==> config.mk <==
export PLATFORM = sky130hd
export DESIGN_NAME = timer_counter_engine_flat
export DESIGN_NICKNAME = d
export VERILOG_FILES = /design/src/rtl/timer_counter_engine_if.sv /design/src/rtl/timer_counter_engine.sv /design/src/flat_wrapper.sv
export SDC_FILE = /design/constraint.sdc
export NUM_CORES = 1
export LEC_CHECK = 0
export ABC_AREA = 0
export BUFFER_PORTS_ARGS = -buffer_cell sky130_fd_sc_hd__buf_2
export CAP_MARGIN = 5
export CORE_ASPECT_RATIO = 1.1
export CORE_UTILIZATION = 24
export DETAILED_ROUTE_END_ITERATION = 7
export GPL_ROUTABILITY_DRIVEN = 1
export HOLD_SLACK_MARGIN = 0.12
export PLACE_DENSITY = 0.45
export SLEW_MARGIN = 10
export SYNTH_ARGS = -nofsm -noshare
export SYNTH_HDL_FRONTEND = slang
export SYNTH_SLANG_ARGS = --single-unit
==> constraint.sdc <==
create_clock -name clk -period 2.75 [get_ports clk]
set_clock_uncertainty 0.1 [all_clocks]
set_input_delay 0.1375 -clock clk [delete_from_list [all_inputs] [get_ports clk]]
set_output_delay 0.1375 -clock clk [all_outputs]
set_load 0.05 [all_outputs]
==> src/rtl/timer_counter_engine_if.sv <==
`default_nettype none
// ============================================================================
//  Module      : timer_counter_engine_if
//  Description : Command/status bundle between the setting logic (master),
//                the BCD count engine (slave) and the display/alarm logic.
//  Revision    : 1.0 - initial release
// ============================================================================
interface timer_counter_engine_if #(
  parameter int NUM_DIGITS = 4
);
  logic                    load;
  logic [4*NUM_DIGITS-1:0] load_digits;
  logic                    start;
  logic                    pause;
  logic                    clear;
  logic                    count_up;
  logic [4*NUM_DIGITS-1:0] digits;
  logic                    is_zero;
  logic                    running;
  logic                    paused;
  logic                    expired;
  logic                    done_pulse;
  logic                    tick;

  // Command source side: issues commands, observes the count.
  modport master (
    output load, load_digits, start, pause, clear, count_up,
    input  digits, is_zero, running, paused, expired, done_pulse, tick
  );

  // Count engine side.
  modport slave (
    input  load, load_digits, start, pause, clear, count_up,
    output digits, is_zero, running, paused, expired, done_pulse, tick
  );
endinterface
`default_nettype wire

==> src/rtl/timer_counter_engine.sv <==
`default_nettype none
// ============================================================================
//  Module      : timer_counter_engine
//  Description : N-digit BCD up/down count engine with tick prescaler,
//                pause/resume, clear, saturating load and expiry signalling.
//  Revision    : 1.0 - initial release
// ============================================================================
module timer_counter_engine #(
  parameter int NUM_DIGITS  = 4,
  parameter int TICK_DIV    = 25000000,
  parameter int SEXAGESIMAL = 1
) (
  input  logic                          clk,
  input  logic                          reset,
  timer_counter_engine_if.slave         bus
);

  // Prescaler width; TICK_DIV is at least 2 so this is never zero.
  localparam int               PW          = (TICK_DIV > 1) ? $clog2(TICK_DIV) : 1;
  localparam logic [PW-1:0]    C_TICK_LAST = PW'(TICK_DIV - 1);

  typedef enum logic [1:0] {
    ST_IDLE    = 2'd0,
    ST_RUNNING = 2'd1,
    ST_PAUSED  = 2'd2,
    ST_EXPIRED = 2'd3
  } state_t;

  state_t                       state_q, state_d;
  logic [NUM_DIGITS-1:0][3:0]   digits_q, digits_d;
  logic [PW-1:0]                presc_q, presc_d;
  logic                         dir_up_q, dir_up_d;
  logic                         done_q, done_d;

  logic [NUM_DIGITS-1:0][3:0]   w_max;
  logic [NUM_DIGITS-1:0][3:0]   w_load_sat;
  logic [NUM_DIGITS-1:0][3:0]   w_dec;
  logic [NUM_DIGITS-1:0][3:0]   w_inc;
  logic                         w_borrow;
  logic                         w_carry;
  logic                         w_tick;
  logic                         w_is_zero;
  logic                         w_full;
  logic                         w_dec_zero;
  logic                         w_inc_full;

  // Per-digit limit and load saturation (odd digits are tens of min/sec
  // in sexagesimal mode and top out at 5).
  generate
    for (genvar gi = 0; gi < NUM_DIGITS; gi++) begin : g_digit
      localparam logic [3:0] C_MAX = ((SEXAGESIMAL != 0) && ((gi % 2) == 1)) ? 4'd5 : 4'd9;
      assign w_max[gi]      = C_MAX;
      assign w_load_sat[gi] = (bus.load_digits[4*gi +: 4] > C_MAX) ? C_MAX
                                                                   : bus.load_digits[4*gi +: 4];
    end
  endgenerate

  assign w_tick     = (presc_q == C_TICK_LAST);
  assign w_is_zero  = (digits_q == '0);
  assign w_full     = (digits_q == w_max);
  assign w_dec_zero = (w_dec == '0);
  assign w_inc_full = (w_inc == w_max);

  // Ripple borrow/carry chains, one 4-bit BCD digit at a time.
  always_comb begin
    w_dec    = digits_q;
    w_inc    = digits_q;
    w_borrow = 1'b1;
    w_carry  = 1'b1;
    for (int i = 0; i < NUM_DIGITS; i++) begin
      if (w_borrow) begin
        if (digits_q[i] == 4'd0) begin
          w_dec[i] = w_max[i];
        end else begin
          w_dec[i] = digits_q[i] - 4'd1;
          w_borrow = 1'b0;
        end
      end
      if (w_carry) begin
        if (digits_q[i] >= w_max[i]) begin
          w_inc[i] = 4'd0;
        end else begin
          w_inc[i] = digits_q[i] + 4'd1;
          w_carry  = 1'b0;
        end
      end
    end
  end

  // Next-state logic: clear > load > pause > start > tick.
  always_comb begin
    state_d  = state_q;
    digits_d = digits_q;
    dir_up_d = dir_up_q;
    presc_d  = w_tick ? '0 : presc_q + PW'(1);

    if (bus.clear) begin
      state_d  = ST_IDLE;
      digits_d = '0;
      presc_d  = '0;
    end else if (bus.load && (state_q != ST_RUNNING)) begin
      state_d  = ST_IDLE;
      digits_d = w_load_sat;
      presc_d  = '0;
    end else begin
      case (state_q)
        ST_IDLE: begin
          if (bus.start) begin
            dir_up_d = bus.count_up;
            presc_d  = '0;
            // A down count from zero has nothing to do.
            if (bus.count_up || !w_is_zero) begin
              state_d = ST_RUNNING;
            end
          end
        end
        ST_RUNNING: begin
          if (bus.pause) begin
            state_d = ST_PAUSED;
          end else if (w_tick) begin
            if (dir_up_q) begin
              if (w_full) begin
                state_d = ST_EXPIRED;
              end else begin
                digits_d = w_inc;
                if (w_inc_full) begin
                  state_d = ST_EXPIRED;
                end
              end
            end else begin
              if (w_is_zero) begin
                state_d = ST_EXPIRED;
              end else begin
                digits_d = w_dec;
                if (w_dec_zero) begin
                  state_d = ST_EXPIRED;
                end
              end
            end
          end
        end
        ST_PAUSED: begin
          // Prescaler keeps its phase across a resume.
          if (bus.start) begin
            state_d = ST_RUNNING;
          end
        end
        ST_EXPIRED: begin
          state_d = ST_EXPIRED;
        end
        default: begin
          state_d = ST_IDLE;
        end
      endcase
    end

    done_d = (state_d == ST_EXPIRED) && (state_q != ST_EXPIRED);
  end

  // State, digit, prescaler and direction registers.
  always_ff @(posedge clk) begin
    if (reset) begin
      state_q  <= ST_IDLE;
      digits_q <= '0;
      presc_q  <= '0;
      dir_up_q <= 1'b0;
      done_q   <= 1'b0;
    end else begin
      state_q  <= state_d;
      digits_q <= digits_d;
      presc_q  <= presc_d;
      dir_up_q <= dir_up_d;
      done_q   <= done_d;
    end
  end

  assign bus.digits     = digits_q;
  assign bus.is_zero    = w_is_zero;
  assign bus.running    = (state_q == ST_RUNNING);
  assign bus.paused     = (state_q == ST_PAUSED);
  assign bus.expired    = (state_q == ST_EXPIRED);
  assign bus.done_pulse = done_q;
  assign bus.tick       = w_tick;

endmodule
`default_nettype wire
==> src/flat_wrapper.sv <==
// flat-port wrapper written by rule: the top's interface ports become plain ports
module timer_counter_engine_flat 
#(
  parameter int NUM_DIGITS  = 4,
  parameter int TICK_DIV    = 25000000,
  parameter int SEXAGESIMAL = 1
)
  (clk, reset, bus_load, bus_load_digits, bus_start, bus_pause, bus_clear, bus_count_up, bus_digits, bus_is_zero, bus_running, bus_paused, bus_expired, bus_done_pulse, bus_tick);
  timer_counter_engine_if #(.NUM_DIGITS(NUM_DIGITS)) bus_i ();
  input  logic clk;
  input  logic reset;
  input wire logic [$bits(bus_i.load)-1:0] bus_load;
  input wire logic [$bits(bus_i.load_digits)-1:0] bus_load_digits;
  input wire logic [$bits(bus_i.start)-1:0] bus_start;
  input wire logic [$bits(bus_i.pause)-1:0] bus_pause;
  input wire logic [$bits(bus_i.clear)-1:0] bus_clear;
  input wire logic [$bits(bus_i.count_up)-1:0] bus_count_up;
  output wire logic [$bits(bus_i.digits)-1:0] bus_digits;
  output wire logic [$bits(bus_i.is_zero)-1:0] bus_is_zero;
  output wire logic [$bits(bus_i.running)-1:0] bus_running;
  output wire logic [$bits(bus_i.paused)-1:0] bus_paused;
  output wire logic [$bits(bus_i.expired)-1:0] bus_expired;
  output wire logic [$bits(bus_i.done_pulse)-1:0] bus_done_pulse;
  output wire logic [$bits(bus_i.tick)-1:0] bus_tick;
  assign bus_i.load = bus_load;
  assign bus_i.load_digits = bus_load_digits;
  assign bus_i.start = bus_start;
  assign bus_i.pause = bus_pause;
  assign bus_i.clear = bus_clear;
  assign bus_i.count_up = bus_count_up;
  assign bus_digits = bus_i.digits;
  assign bus_is_zero = bus_i.is_zero;
  assign bus_running = bus_i.running;
  assign bus_paused = bus_i.paused;
  assign bus_expired = bus_i.expired;
  assign bus_done_pulse = bus_i.done_pulse;
  assign bus_tick = bus_i.tick;
  timer_counter_engine #(.NUM_DIGITS(NUM_DIGITS), .TICK_DIV(TICK_DIV), .SEXAGESIMAL(SEXAGESIMAL)) u_core (.clk(clk), .reset(reset), .bus(bus_i));
endmodule
==> results_dict.tcl <==
set metrics [dict create \
    arrival_ns 2.65 \
    first_global_vias 3416 \
    grt-ovfl-total 0 \
    pre_cts_ws_ns 0.1901 \
    grt_use_total_pct 15.53 \
    critPathBufInv 2 \
    grt_use_met1_pct 19.31 \
    hold_class "in -> reg" \
    switching_share_pct 30.84 \
    use_met2_pct 26.77 \
    status "completed" \
    core_sq_um 13430 \
    n_fill_cell 1481 \
    slowest_delay_ns 0.46 \
    synth_edf_count 0 \
    globalplace.congestion 0.8634 \
    cts_made_buffers 5 \
    area_delta_synth_final_pct 26.45 \
    synthArstFlopShare_pct 0 \
    rsz0062_at_grt "no" \
    seqPwrFrac_pct 40.7 \
    syn_nets 464 \
    cp_max_fo 9 \
    cpLargestDelayFamily "simple AND/OR/NAND/NOR gates" \
    clkLatencyLatePin_ns 0.29 \
    fin_ws_ns 0.2128 \
    avgSynthCellArea_sq_um 7.918 \
    clkTransAtPathRegs_ns 0.07 \
    cts-root-buf "clkbuf_16" \
    first_pass_iters 4 \
    yosys.cell_types.count 73 \
    die_h_microns 125.9 \
    crit_path_end_kind "register" \
    cts_tree "done" \
    fin_cells 681 \
    drc 0 \
    ys_seq_area_share_pct 26.90 \
    crit_chain "inv_1, buf_4, ha_1, or3b_2, and2_1, nand3_1, xor2_1, a41oi_1, nor4b_2" \
    cts_max_level 2 \
    drt_iter0_drc 228 \
    port_buffers 44 \
    setup_violations 0 \
    cts_buffer_depth 2 \
    drv_cap 0 \
    switchingPower_uw 509.3 \
    pwr-share-clk_pct 36.5 \
    slew_violations 0 \
    wl_per_cell_microns 15.92 \
    num-nets-final 538 \
    required_ns 2.86 \
    grt_max_degree 26 \
    ys_ff_latch 45 \
    worst_setup_path_start_kind "register" \
    die-area_sq_um 14430 \
    slew_headroom_pct 57.39 \
    ys_warn_count 0 \
    whs_ns 0.1261 \
    drive_gt1_share_pct 22.54 \
    ios 45 \
    p_leak_uw 0.001641 \
    start_util_pct 24.93 \
    via_count 3442 \
    antennaDiodeCount 0 \
    finalCriticalPeriod_ns 2.537 \
    gr-usage-met3_pct 2.936 \
    die_x_microns 114.6 \
    hold_viol_final 0 \
    grt_busiest_layer "met2" \
    cts_setup_buffers 0 \
    synth.cell_area_sq_um 3349 \
    dp_hpwl_mm 8.259 \
    fin_crit_sh_pct 92.26 \
    ant_nets 0 \
    antenna_found_initial 0 \
    critPathSlowestCell "or3b_2" \
    comb_power_share_pct 22.8 \
    rows 44 \
    via_per_inst 5.054 \
    path_class "reg -> reg" \
    worstMarginPinSlew_ns 0.6383 \
    p_int_uw 1142 \
    dp_cells 662 \
    p_per_area_nw_per_um2 389.9 \
    grt_pass1_wl_mm 17.69 \
    ir_drop_uv 196.6 \
    postSynthCellCount 423 \
    drt_wl_total_mm 10.84 \
    numClockSinks 45 \
    tns_ns 0 \
    ys.flop_type "dfxtp_1" \
    max_freq_ghz 0.3941 \
]
==> sequential cells by signal, summed over array words and instances (netlist names) <==
| register | flops |
|---|---|
| u_core.bus.digits | 16 |
| u_core.presc_q | 25 |
| u_core.dir_up_q | 1 |
| u_core.bus.done_pulse | 1 |
| u_core.state_q | 2 |
==> power groups by stage <==
stage	clock, uW	combinational (uW)	sequential (uW)
floorplan	0	204	714
finish	603	376	672
global route	642	413	673
global placement	0	362	687
detailed placement	0	361	687
CTS	617	376	672
==> area by class of cell <==
class / instances / area, sq um / area share, %
Timing Repair Buffer: 93 / 630.6 / 14.89
Clock buffer: 5 / 125.1 / 2.954
Clock inverter: 2 / 13.76 / 0.3250
Sequential cell: 45 / 904.6 / 21.36
Multi-Input combinational cell: 335 / 2267 / 53.53
Inverter: 17 / 63.81 / 1.507
Tap cell: 184 / 230.2 / 5.436
==> logic make-up (layout without fill, tap and decap cells) <==
group	after synthesis	in the layout	synth area share [%]
AND/OR/NAND/NOR	190	190	31.57
AO/OA/AOI/OAI	93	93	19.84
flip-flops	45	45	26.90
buffers and inverters	43	117	5.752
XOR/XNOR	27	27	7.060
adder cells (fa/ha/maj)	18	18	6.724
multiplexers	7	7	2.167
==> final timing paths <==
check | startpoint | end | slack, ns | cells past startpoint
setup / recovery | u_core.bus.digits[1]$_SDFFE_PP0P_ | u_core.bus.done_pulse$_SDFF_PP0_ | 0.21 | 9
hold / removal | bus_start | u_core.state_q[0]$_SDFF_PP0_ | 0.13 | 3
setup reg to reg | u_core.bus.digits[1]$_SDFFE_PP0P_ | u_core.bus.done_pulse$_SDFF_PP0_ | 0.21 | 9
hold reg to reg | u_core.presc_q[0]$_SDFF_PP0_ | u_core.presc_q[0]$_SDFF_PP0_ | 0.39 | 1
==> synth_stat cells (3+ instances only) <==
library cell	instances	share of area, %
a31oi_1	4	0.75
nand4_1	14	2.6
o32ai_1	3	0.78
a41oi_1	4	1.0
nand2b_1	4	0.75
nand2_1	27	3.0
a21o_1	3	0.67
nor4b_1	3	0.78
nand3_1	25	3.7
ha_1	18	6.7
and4_1	3	0.78
nor2b_1	4	0.75
and3_1	10	1.9
clkbuf_1	12	1.3
nor4_1	3	0.56
o21ai_0	20	3.0
inv_1	15	1.7
xnor2_1	9	2.4
o31ai_1	4	0.90
a21oi_1	19	2.8
or3b_1	3	0.78
mux2i_1	5	1.5
o221ai_1	3	0.78
xor2_1	18	4.7
o211a_1	3	0.90
nor2_1	45	5.0
dfxtp_1	45	27
nor3b_1	3	0.67
and2_1	5	0.93
nor3_1	15	2.2
a211oi_1	5	1.1
buf_2	10	1.5
or3_1	5	0.93
o211ai_1	3	0.67
==> placed cells by master (no fill, tap or decap), drive strengths merged, types with 4 or more instances in the layout <==
cell / count
a211oi: 6
a21oi: 19
a31oi: 4
a41oi: 4
and2: 5
and3: 10
buf: 81
clkbuf: 5
dfxtp: 45
dlygate4sd3: 12
ha: 18
inv: 17
mux2i: 5
nand2: 27
nand2b: 4
nand3: 26
nand4: 14
nor2: 45
nor2b: 4
nor3: 16
nor4: 4
nor4b: 4
o211ai: 4
o21ai: 21
o31ai: 4
or3: 5
or3b: 5
xnor2: 9
xor2: 18
==> worst min-delay path, stage by stage <==
cell	delay (ns)
buf_2	0.12
a21oi_1	0.14
a211oi_1	0.07
==> stage by stage <==
| stage | util (%) | area [sq um] | power (uW) |
|---|---|---|---|
| detailed placement | 29.55 | 3970 | 1048 |
| global placement | 29.55 | 3970 | 1048 |
| CTS | 31.48 | 4229 | 1665 |
| global route | 31.53 | 4235 | 1728 |
| finish | 31.53 | 4235 | 1652 |
| floorplan | - | 3358 | 917.1 |
==> layer usage <==
metal,up-vias,part of all wire [%]
li1,1707,-
met1,1630,45
met2,87,49
met3,18,4.3
met4,0,2.2
met5,-,0
==> repair_timing <==
action	in CTS	in global routing
endpoints found under the setup margin	0	1
gates resized for setup	0	1
endpoints found under the hold margin	12	0
hold buffers	12	0
Power figures use the tool's default switching activity.
